### src/rtl/cpu_defs_pkg.sv
// Shared pipeline encodings: write-back source selects, load-extension types, branch op codes.
// Also holds the register-index width and the bundled write-back triple seen by the hazard unit.
package cpu_defs_pkg;

    localparam int REG_IDX_W = 5;
    localparam int XLEN      = 32;

    localparam logic [1:0] M2R_ALU  = 2'd0;
    localparam logic [1:0] M2R_MEM  = 2'd1;
    localparam logic [1:0] M2R_LINK = 2'd2;

    localparam logic [3:0] LD_W  = 4'd0;
    localparam logic [3:0] LD_B  = 4'd1;
    localparam logic [3:0] LD_BU = 4'd2;
    localparam logic [3:0] LD_H  = 4'd3;
    localparam logic [3:0] LD_HU = 4'd4;

    // Conditional-link branch (bgezal/bltzal style): link only when the compare is taken.
    localparam logic [5:0] BOP_CLINK = 6'd9;

    typedef struct packed {
        logic                 we;
        logic [REG_IDX_W-1:0] a3;
        logic [XLEN-1:0]      data;
    } wb_t;

    function automatic logic [XLEN-1:0] link_addr(input logic [XLEN-1:0] pc_add4);
        return pc_add4 + XLEN'(4);
    endfunction

endpackage

### src/rtl/wb_stage_grf_load_ext.sv
// Load extension: picks byte/halfword at the address offset and sign/zero-extends it.
// Purely combinational, no state; never stalls.
module load_ext
    import cpu_defs_pkg::*;
(
    input  logic [XLEN-1:0] i_dm_data,
    input  logic [1:0]      i_offset,
    input  logic [3:0]      i_md_op,
    output logic [XLEN-1:0] o_ext_data
);

    logic [7:0]  w_byte;
    logic [15:0] w_half;

    always_comb begin
        w_byte = i_dm_data[7:0];
        case (i_offset)
            2'd1:    w_byte = i_dm_data[15:8];
            2'd2:    w_byte = i_dm_data[23:16];
            2'd3:    w_byte = i_dm_data[31:24];
            default: w_byte = i_dm_data[7:0];
        endcase
    end

    assign w_half = i_offset[1] ? i_dm_data[31:16] : i_dm_data[15:0];

    // Unlisted encodings fall through to a plain word load.
    always_comb begin
        o_ext_data = i_dm_data;
        case (i_md_op)
            LD_B:    o_ext_data = {{24{w_byte[7]}}, w_byte};
            LD_BU:   o_ext_data = {24'd0, w_byte};
            LD_H:    o_ext_data = {{16{w_half[15]}}, w_half};
            LD_HU:   o_ext_data = {16'd0, w_half};
            default: o_ext_data = i_dm_data;
        endcase
    end

endmodule

### src/rtl/wb_stage_grf.sv
// Write-back stage + 32x32 GRF: combinational WB select/gating, write commits at posedge, async reads.
// No backpressure; GRF_BYPASS_EN makes same-cycle WB data visible on the decode read ports.
module wb_stage_grf
    import cpu_defs_pkg::*;
#(
    parameter int REG_NUM  = 32,
    parameter int ZERO_REG = 0
) (
    input  logic                 clk,
    input  logic                 reset,
    input  logic [1:0]           Mem2Reg,
    input  logic                 RegWrite,
    input  logic [3:0]           mdOp,
    input  logic [XLEN-1:0]      dm_data,
    input  logic [REG_IDX_W-1:0] A3,
    input  logic [XLEN-1:0]      ALU_C,
    input  logic [XLEN-1:0]      pc_add4,
    input  logic                 cmp_check,
    input  logic [5:0]           bOp,
    input  logic [REG_IDX_W-1:0] A1,
    input  logic [REG_IDX_W-1:0] A2,
    output logic [XLEN-1:0]      RD1,
    output logic [XLEN-1:0]      RD2,
    output logic                 wb_we,
    output logic [REG_IDX_W-1:0] wb_a3,
    output logic [XLEN-1:0]      wb_data
);

    localparam logic [REG_IDX_W-1:0] ZERO_IDX = REG_IDX_W'(ZERO_REG);

    logic [XLEN-1:0] r_grf [REG_NUM];

    logic [XLEN-1:0] w_ext_data;
    logic [XLEN-1:0] w_data;
    logic            w_req;
    logic            w_we;
    wb_t             w_wb;

    load_ext u_load_ext (
        .i_dm_data  (dm_data),
        .i_offset   (ALU_C[1:0]),
        .i_md_op    (mdOp),
        .o_ext_data (w_ext_data)
    );

    // Reserved select value 3 behaves like the ALU path.
    always_comb begin
        w_data = ALU_C;
        case (Mem2Reg)
            M2R_MEM:  w_data = w_ext_data;
            M2R_LINK: w_data = link_addr(pc_add4);
            default:  w_data = ALU_C;
        endcase
    end

    assign w_req = (bOp == BOP_CLINK) ? (RegWrite & cmp_check) : RegWrite;
    assign w_we  = w_req & (A3 != ZERO_IDX) & reset;

    assign w_wb.we   = w_we;
    assign w_wb.a3   = w_we ? A3 : '0;
    assign w_wb.data = w_data;

    assign wb_we   = w_wb.we;
    assign wb_a3   = w_wb.a3;
    assign wb_data = w_wb.data;

    // Reset wins over any write presented in the same cycle.
    always_ff @(posedge clk) begin
        if (!reset) begin
            for (int i = 0; i < REG_NUM; i++) begin
                r_grf[i] <= '0;
            end
        end else if (w_we) begin
            r_grf[A3] <= w_data;
        end
    end

`ifdef GRF_BYPASS_EN
    assign RD1 = (A1 == ZERO_IDX) ? '0 : ((w_we && (A1 == A3)) ? w_data : r_grf[A1]);
    assign RD2 = (A2 == ZERO_IDX) ? '0 : ((w_we && (A2 == A3)) ? w_data : r_grf[A2]);
`else
    assign RD1 = (A1 == ZERO_IDX) ? '0 : r_grf[A1];
    assign RD2 = (A2 == ZERO_IDX) ? '0 : r_grf[A2];
`endif

endmodule

### config.mk
export PLATFORM = sky130hd
export DESIGN_NAME = wb_stage_grf
export DESIGN_NICKNAME = d
export VERILOG_FILES = /design/src/rtl/cpu_defs_pkg.sv /design/src/rtl/wb_stage_grf_load_ext.sv /design/src/rtl/wb_stage_grf.sv
export SDC_FILE = /design/constraint.sdc
export NUM_CORES = 2
export LEC_CHECK = 0
export ABC_AREA = 1
export BUFFER_PORTS_ARGS = -buffer_cell sky130_fd_sc_hd__clkbuf_2
export CORE_MARGIN = 5
export CORE_UTILIZATION = 50
export CTS_BUF_LIST = sky130_fd_sc_hd__clkbuf_16
export DETAILED_ROUTE_END_ITERATION = 10
export PLACE_DENSITY = 0.66
export SLEW_MARGIN = 40
export SYNTH_ARGS = -nofsm -noshare
export SYNTH_HDL_FRONTEND = slang
export SYNTH_SLANG_ARGS = --single-unit
### constraint.sdc
create_clock -name clk -period 2.36 [get_ports clk]
set_clock_uncertainty 0.1 [all_clocks]
set_input_delay 0.118 -clock clk [delete_from_list [all_inputs] [get_ports clk]]
set_output_delay 0.118 -clock clk [all_outputs]
set_load 0.005 [all_outputs]
==> metrics <==
Placed Cells=~8.7k; met1 Use GR=48.4%; max_cap viols=0; Top reg by flops=r_grf; Async SR Flop Fraction=0%; first-pass GRT wire length=347000 um; fin crit period=2.41 ns; end-of-flow core utilization=roughly three fifths; status=complete, but fails checks; DRC viols=0; GR Util met2=57.3%; Starting Density=50.4%; ant diodes=0; clock buffer depth=3; vias in the first global route=approximately 55k; Netlist cell types=33; ANT nets after route=0; post-route non-filler standard cell count=8891; dpl cell area=63400 sq um; IO Port Bufs=228; final wirelength=238000 um; FP Rows=124; synthesis-to-layout area growth=18.4%; Hold Crit Class=input pin to flip-flop; crit path buf inv count=1; part of the cycle the worst path needs=102%; fraction of layout cells with a size suffix above 1=15.4%; Pins Over Slew Limit=0; Die ar.=about 120000 sq um; max FFs per register=~1k; Crit. Startpoint=r_grf[17][24]; FF+latch count, synth=1024; biggest registers after layout=r_grf (1024); pin count of the biggest net entering global routing=104; total grt overflow=0; Slew HR=48.9%; Hold Path Origin=ALU_C[18]; synthesized area per cell=8.04 sq um; H-Tree Level Count=3; failing checks=negative setup slack; Final Wtd Congestion=0.982; peak supply drop=0.000603 V; worst hold slack=~0.043 ns; number of synthesized flops with an enable pin=1024; Final Power=between 40 and 50 mW; Layout Nets=7421; post-detailed-route wirelength per cell=26.8 um; Finished Cell Area=68200 sq um; initial antenna violation count=1; highest clock rate=0.415 GHz; slowest CP cell=edfxtp_1; via count=57.0k; sequential cell area fraction in the yosys report=53.3%; CP Cell Sequence=nand2_1 > nand3_1 > nand2_1 > a21oi_2 > o31ai_1 > nand2_1 > nand2_2 > a21oi_2 > buf_2; Worst Path Required=2.14 ns; commonest non-fill, non-tap cell in the layout=nor2_1; core area=114000 sq um; TNS Setup=-0.0803 ns; Least-Margin Pin Slew=0.766 ns; GR Util met3=between 8 and 9%; Sink Count=1024; HPWL after DPL=147000 um; Die Wd=350 um; DR vias/cell=6.41; max incr delay on CP=0.41 ns; Top delay family on crit path=simple AND/OR/NAND/NOR gates; CTS tree=yes; most frequent cells in the layout=nor2_1, nand2_1, edfxtp_1; Synth Cell Area=between 50000 and 60000 sq um; Pwr per Cell Area=683 nW/um^2; Setup Viol. Count Final=3; RSZ-0062 raised after global routing=true; critical path arrival=2.19 ns; ys flop type=edfxtp_1; crit path capture type=output port; Critical Path Source Type=flip-flop; Die Ht=350 um; total iterations of the first detailed-routing run=10; Crit Path Category=flip-flop to output port; setup ws final=-0.0493 ns; Top Usage Layer GRT=met2; TritonCTS Buffers=110; Synthesis Warnings=0; post-CTS setup buffer count=0; io pins=229; Final Hold Fails=0; CP most frequent cell=nand2_1; Placement Setup Slack=0.00842 ns; CTS root buf=clkbuf_16; LEAKAGE=26.2 nW; Global Route Usage Sum=37.7%; Iteration-0 DRC Markers=9061; critical-path maximum fanout=2; CTS clk-pin slew, worst paths=approximately 0.060 ns; Gate Count Post-Synth=7171
-- kinds of logic after synthesis --
logic type                 after synthesis  synth area share, %
and+or+nand+nor                       4034                 28.0
AOI/OAI and AO/OA                     1296                 12.8
DFF                                   1024                 53.3
buffers and inverters                  811                 5.78
adders and majority gates                3               0.0651
xor gates and xnor gates                 2               0.0304
other                                    1              0.00651
-- report_power, final --
| part | switching (mW) | leakage, nW | internal, mW |
|---|---|---|---|
| Sequential | 0.518 | 9.75 | 21.0 |
| Clock | 7.44 | 1.70 | 8.90 |
| Combinational | 6.02 | 14.8 | 2.70 |
-- cell usage after synthesis, drive strengths merged, types with 13 or more instances --
library cell / count / share of area, %
o211ai: 63 / 0.82
o21ai: 587 / 5.1
o221ai: 147 / 2.2
o31ai: 64 / 0.83
o22ai: 13 / 0.14
nand2: 1530 / 10
edfxtp: 1024 / 53
nand3: 675 / 5.9
inv: 154 / 1.0
or2: 19 / 0.21
a21oi: 416 / 3.6
nor2: 1795 / 12
clkbuf: 389 / 2.5
buf: 265 / 2.2
-- path summary, 6_finish.rpt --
| check | end | slack, ns | cells past startpoint |
|---|---|---|---|
| max | RD1[24] | -0.05 | 9 |
| min | r_grf[1][18] | 0.04 | 5 |
-- layer usage --
| metal | vias to the layer above | wire (um) |
|---|---|---|
| met3 | 929 | 32100 |
| met4 | 0 | 17600 |
| met2 | 4673 | 105000 |
| met5 | - | 0 |
| met1 | 26833 | 83200 |
| li1 | 24592 | - |
-- area by class of cell --
cell class,instances,area (sq um)
fill,9765,46100
sequential,1024,30700
multi-input combinational,5367,25200
timing repair buffer,631,6450
clock buffer,111,2780
tap,1512,1890
inverter,157,631
clock inverter,89,514
-- timing repair --
action	4_1_cts	5_1_grt
resized for setup	164	233
hold buffers	26	0
pin swaps	39	107
gates cloned	0	0
hold endpoints to repair	584	0
setup endpoints to repair	60	66
Note: power is estimated with default switching activity, not from simulation.
